## config.mk

```make
export PLATFORM = sky130hd
export DESIGN_NAME = layer_out_serializer
export DESIGN_NICKNAME = d
export VERILOG_FILES = /design/src/rtl/layer_out_serializer.sv
export SDC_FILE = /design/constraint.sdc
export NUM_CORES = 1
export LEC_CHECK = 0
export ABC_AREA = 0
export BUFFER_PORTS_ARGS = -buffer_cell sky130_fd_sc_hd__buf_2
export CAP_MARGIN = 40
export CORE_ASPECT_RATIO = 1.25
export CORE_MARGIN = 2
export CORE_UTILIZATION = 48
export DETAILED_ROUTE_END_ITERATION = 10
export GPL_ROUTABILITY_DRIVEN = 0
export PLACE_DENSITY = 0.75
export SYNTH_ARGS = -nofsm -noshare
export SYNTH_HDL_FRONTEND = slang
export SYNTH_SLANG_ARGS = --single-unit
```

## constraint.sdc

```tcl
create_clock -name clk -period 2.5 [get_ports clk]
set_clock_uncertainty 0.2 [all_clocks]
set_input_delay 0.375 -clock clk [delete_from_list [all_inputs] [get_ports clk]]
set_output_delay 0.375 -clock clk [all_outputs]
set_load 0.1 [all_outputs]
```

## src/rtl/layer_out_serializer.sv

```systemverilog
// rtl/layer_out_serializer.sv - collects one layer's neuron results and streams them as a serial frame (optional LAYER_SER_OVF_CNT_EN adds ovf_cnt)
module layer_out_serializer #(
  parameter int NUM_NEURONS = 10,
  parameter int DATA_WIDTH  = 16
) (
  input  logic                              clk,
  input  logic                              rst,
  input  logic [NUM_NEURONS-1:0]            x_valid,
  input  logic [NUM_NEURONS*DATA_WIDTH-1:0] x_in,
  output logic [DATA_WIDTH-1:0]             out_data,
  output logic                              out_valid,
  output logic                              out_last,
  output logic                              busy,
  output logic                              overrun
`ifdef LAYER_SER_OVF_CNT_EN
  ,
  output logic [7:0]                        ovf_cnt
`endif
);

  localparam int IDX_W = $clog2(NUM_NEURONS);
  localparam logic [IDX_W-1:0] LAST_IDX = IDX_W'(NUM_NEURONS - 1);

  typedef enum logic {
    S_IDLE,
    S_SHIFT
  } state_e;

  state_e                 state_q, state_d;
  logic [IDX_W-1:0]       idx_q, idx_d;
  logic [NUM_NEURONS-1:0] cflag_q, cflag_d;
  logic [DATA_WIDTH-1:0]  creg_q [NUM_NEURONS];
  logic [DATA_WIDTH-1:0]  sreg_q [NUM_NEURONS];
  logic                   overrun_q;

  logic [NUM_NEURONS-1:0] take;
  logic [NUM_NEURONS-1:0] drop_vec;
  logic                   any_drop;
  logic                   complete;
  logic                   load;

  // A lane is captured only into an empty slot; a pulse on a full slot is a drop.
  assign take     = x_valid & ~cflag_q;
  assign drop_vec = x_valid & cflag_q;
  assign any_drop = |drop_vec;
  assign complete = &(cflag_q | x_valid);

  // Next-state logic: load into the shifter when idle or on the final word of the current frame.
  always_comb begin
    state_d = state_q;
    idx_d   = idx_q;
    load    = 1'b0;
    case (state_q)
      S_IDLE: begin
        if (complete) begin
          load    = 1'b1;
          state_d = S_SHIFT;
          idx_d   = '0;
        end
      end
      S_SHIFT: begin
        if (idx_q == LAST_IDX) begin
          if (complete) begin
            load    = 1'b1;
            state_d = S_SHIFT;
            idx_d   = '0;
          end else begin
            state_d = S_IDLE;
          end
        end else begin
          idx_d = idx_q + IDX_W'(1);
        end
      end
      default: begin
        state_d = S_IDLE;
        idx_d   = '0;
      end
    endcase
  end

  // Collect flags clear on load, otherwise accumulate newly arrived lanes.
  always_comb begin
    cflag_d = cflag_q | take;
    if (load) begin
      cflag_d = '0;
    end
  end

  // Shifter state register; idx stays on the last word while idle so out_data holds it.
  always_ff @(posedge clk or negedge rst) begin
    if (!rst) begin
      state_q <= S_IDLE;
      idx_q   <= '0;
    end else begin
      state_q <= state_d;
      idx_q   <= idx_d;
    end
  end

  // Collect buffer: flags plus the captured lane words.
  always_ff @(posedge clk or negedge rst) begin
    if (!rst) begin
      cflag_q <= '0;
      for (int i = 0; i < NUM_NEURONS; i++) begin
        creg_q[i] <= '0;
      end
    end else begin
      cflag_q <= cflag_d;
      for (int i = 0; i < NUM_NEURONS; i++) begin
        if (take[i]) begin
          creg_q[i] <= x_in[i*DATA_WIDTH +: DATA_WIDTH];
        end
      end
    end
  end

  // Shift registers load a whole frame; lanes arriving on the load edge bypass the collect buffer.
  always_ff @(posedge clk or negedge rst) begin
    if (!rst) begin
      for (int i = 0; i < NUM_NEURONS; i++) begin
        sreg_q[i] <= '0;
      end
    end else if (load) begin
      for (int i = 0; i < NUM_NEURONS; i++) begin
        sreg_q[i] <= take[i] ? x_in[i*DATA_WIDTH +: DATA_WIDTH] : creg_q[i];
      end
    end
  end

  // One overrun pulse per cycle with any dropped lane, regardless of how many lanes dropped.
  always_ff @(posedge clk or negedge rst) begin
    if (!rst) begin
      overrun_q <= 1'b0;
    end else begin
      overrun_q <= any_drop;
    end
  end

`ifdef LAYER_SER_OVF_CNT_EN
  logic [7:0] ovf_cnt_q;

  // Saturating count of overrun cycles; only reset clears it.
  always_ff @(posedge clk or negedge rst) begin
    if (!rst) begin
      ovf_cnt_q <= '0;
    end else if (any_drop && (ovf_cnt_q != 8'hFF)) begin
      ovf_cnt_q <= ovf_cnt_q + 8'd1;
    end
  end

  assign ovf_cnt = ovf_cnt_q;
`endif

  assign out_data  = sreg_q[idx_q];
  assign out_valid = (state_q == S_SHIFT);
  assign out_last  = (state_q == S_SHIFT) && (idx_q == LAST_IDX);
  assign busy      = (state_q == S_SHIFT);
  assign overrun   = overrun_q;

endmodule

```

==> summary.txt <==
Synthesis
  • Seq/Total Area, Yosys: 60.1%
  • Synth area leaders: dfrtp_1 (60%), mux2_2 (19%), mux2_1 (7.2%)
  • Synth Area per Inst: 15.6 um^2
  • Share of the synthesized area in the top cell type: 60.1%
  • Dominant synthesized flop cell: dfrtp_1
  • Area leader, netlist: dfrtp_1
  • Unique masters post-synth: 32
  • Synth async-reset ratio: 100%
  • Count leader, synth: dfrtp_1
  • Warnings from Yosys: 0
  • Most frequent cells after synthesis: dfrtp_1 (336), mux2_2 (230), mux2_1 (90)
  • Syn Inst Count: 898
  • Mapped Area: 14000 um^2
  • EDFF count, synth: 0
  • Syn_nets: 1072
  • Seq cells post-synth: 336

Cells and area
  • Finished Core Util: 67.6%
  • Nets: 1483
  • Layout cell share with drive strength beyond 1: 46.6%
  • Filler Cells Inserted: 1973
  • Antenna cell count: 0
  • Layout area overhead: 38.1%

GRT
  • Initial antenna violation count: 0
  • Largest net degree at the start of global routing: 86
  • First-pass GRT wire length: 53800 um
  • Global route total overflow: 0
  • Number of global-route vias before repair: 9796
  • GRT Total Usage: 22.6%

Place
  • Pre-CTS WS: -0.0481 ns
  • HPWL Detailed: 22200 um
  • PortBufs: 191

CTS
  • Root Buffer: clkbuf_16
  • Worst-path clk slew: 0.07 ns
  • CTS tree: built
  • Sinks on Clock Net: 336
  • Num CTS Buffers: 31
  • Clock Path Buffers: 3
  • H-tree Lvls: 1
  • Skew-Pair Late Insertion Delay: 0.55 ns

Power
  • Post-route total power: 0.0267 W
  • P_int: 0.0170 W
  • Clock Power Share: 18.1%
  • Part of the power in registers: 34.4%
  • Switching part of the total power: 36.3%
  • NetSw: 0.00969 W
  • VDD IR-drop max: 1520 uV
  • Leak: 8.66 nW
  • Logic pwr share: 47.5%
  • Power per cell area: 1380 nW/um^2

Timing
  • Final Cycle Share: 120%
  • Final setup fails: 187
  • Clock period minus worst slack: 2.99 ns
  • Setup ws final: -0.488 ns
  • Relative slew slack: 51.8%
  • Slew Viols, Final: 0
  • Fin Setup TNS: -30.17 ns
  • Final hold vios: 0
  • RSZ-0062 raised after global routing: yes
  • Fmax: 0.335 GHz
  • Worst slew pin tran: 0.723 ns

Worst hold path
  • Min-Delay Path Class: input pin to async pin

Floorplanning
  • Starting Density: 49.0%
  • Die height: 195 um
  • Std cell rows: 69
  • Die ar.: 30500 um^2
  • Placeable Area: 28600 um^2
  • Die X: 157 um
  • I/O Pins: 192

Run status
  • Status: finished, violations left
  • Failing checks: negative setup slack

Worst setup path
  • Most used cell, CP: buf_12
  • Crit Path Max Fanout: 5
  • Crit-path max cell delay: 0.55 ns
  • Required @ worst endpoint: 1.92 ns
  • Critical Path Slowest Stage Cell: dfrtp_4
  • CP Cell Sequence: buf_12 > buf_16 > mux2i_2 > a221oi_2 > o21ai_1 > o21ai_2 > buf_12
  • WS Path Type: flop to output port
  • CP Capture Type: output port
  • Worst Setup Start Kind: flop
  • CP Data Arrival Time: 2.41 ns

Drt
  • Vias per cell: 5.17
  • DRT antenna net count: 0
  • Wire per inst: 19.8 um
  • DRT Wirelength: 34100 um
  • DR pass1 iterations: 4
  • Remaining DRCs: 0
  • DRT iter0 DRCs: 294
  • DR vias: 8911

Job
  • Max cap viols: 0
[stage by stage]
| step | hold WS, ns | area [um^2] | cells |
|---|---|---|---|
| 2_1_floorplan | -0.121 | 14100 | 898 |
| 3_3_place_gp | 0.230 | 16000 | 1477 |
| 3_5_place_dp | 0.237 | 16000 | 1477 |
| 4_1_cts | 0.253 | 19100 | 1715 |
| 5_1_grt | 0.279 | 19300 | 1724 |
| 6_report | 0.213 | 19300 | 1724 |
[critical path: cells and delay by family (launching register included)]
family                 cells  cell delay [ns]
multiplexers               1             0.16
AO/OA/AOI/OAI              3             0.63
flip-flops                 1             0.55
buffers and inverters      3             0.52
[timing repair]
| action | CTS | global route |
|---|---|---|
| buffers inserted | 4 | 8 |
| resized for setup | 50 | 25 |
| endpoints found under the setup margin | 17 | 25 |
| hold endpoints to repair | 339 | 0 |
| hold buffers | 173 | 0 |
| pin swaps | 11 | 12 |
| cloned | 3 | 2 |
[logic make-up after synthesis]
group,synth area share [%]
flops,60.1
fa+ha+maj,0.179
buf+inv,3.28
simple gates,1.77
mux,31.8
compound gates,2.92
[power by group through the flow]
stage | Sequential, W | Clock (W) | Combinational (W)
after floorplan | 0.00883 | 0 | 0.00817
after global placement | 0.00909 | 0 | 0.0113
after detailed placement | 0.00922 | 0 | 0.0115
after CTS | 0.00916 | 0.00495 | 0.0125
after global routing | 0.00948 | 0.00520 | 0.0134
final | 0.00919 | 0.00484 | 0.0127
[path summary, 6_finish.rpt]
kind,from,to,slack [ns],depth (start not counted)
worst max register to register,idx_q[0]$_DFF_PN0_,sreg_q[143]$_DFFE_PN0P_,-0.20,11
min in group clk,sreg_q[121]$_DFFE_PN0P_,sreg_q[121]$_DFFE_PN0P_,0.29,1
max in group asynchronous,rst,sreg_q[12]$_DFFE_PN0P_,1.09,3
worst min-delay path,rst,creg_q[51]$_DFF_PN0_,0.21,2
worst min register to register,sreg_q[121]$_DFFE_PN0P_,sreg_q[121]$_DFFE_PN0P_,0.29,1
worst max-delay path,idx_q[0]$_DFF_PN0_,out_data[15],-0.49,7
[state kept, by name, indices dropped and copies added (netlist names)]
| name | count |
|---|---|
| cflag_q | 10 |
| overrun | 1 |
| busy | 1 |
| sreg_q | 160 |
| creg_q | 160 |
| idx_q | 4 |
[final cells by class]
| type | instances | area (um^2) | share of cell area [%] |
|---|---|---|---|
| clock inverter | 14 | 156 | 0.810 |
| tap | 390 | 488 | 2.53 |
| multi-input combinational | 499 | 5450 | 28.2 |
| timing repair buffer | 438 | 3900 | 20.2 |
| sequential | 336 | 8410 | 43.5 |
| inverter | 3 | 11.3 | 0.0583 |
| clock buffer | 44 | 905 | 4.68 |
[per-layer routing]
metal  vias to the layer above  share of wire (%)  track usage (%)  wire (um)
li1                       4059                  -                -          -
met1                      4596                 42             29.5      14300
met2                       199                 52             40.6      17900
met3                        57                3.6             2.50       1210
met4                         0                2.2             4.76        747
met5                         -                  0                0          0
[placed cells by master (no fill, tap or decap), types with 2 or more instances in the layout]
cell type / n
a221oi_2: 15
a22o_1: 2
a22oi_1: 3
buf_12: 37
buf_16: 4
buf_2: 173
buf_4: 43
buf_6: 4
buf_8: 2
bufinv_16: 3
clkbuf_1: 5
clkbuf_16: 33
clkbuf_8: 8
clkinv_2: 7
clkinvlp_4: 3
dfrtp_1: 335
dlygate4sd3_1: 173
ha_1: 2
inv_1: 3
mux2_1: 88
mux2_2: 231
mux2i_1: 43
mux2i_2: 5
mux4_2: 16
nand2_1: 5
nand2b_1: 12
nand3_1: 3
nor2_1: 21
o21ai_0: 2
o21ai_1: 6
o21ai_2: 18
o21ai_4: 9
o22ai_1: 3
Power figures use the tool's default switching activity.
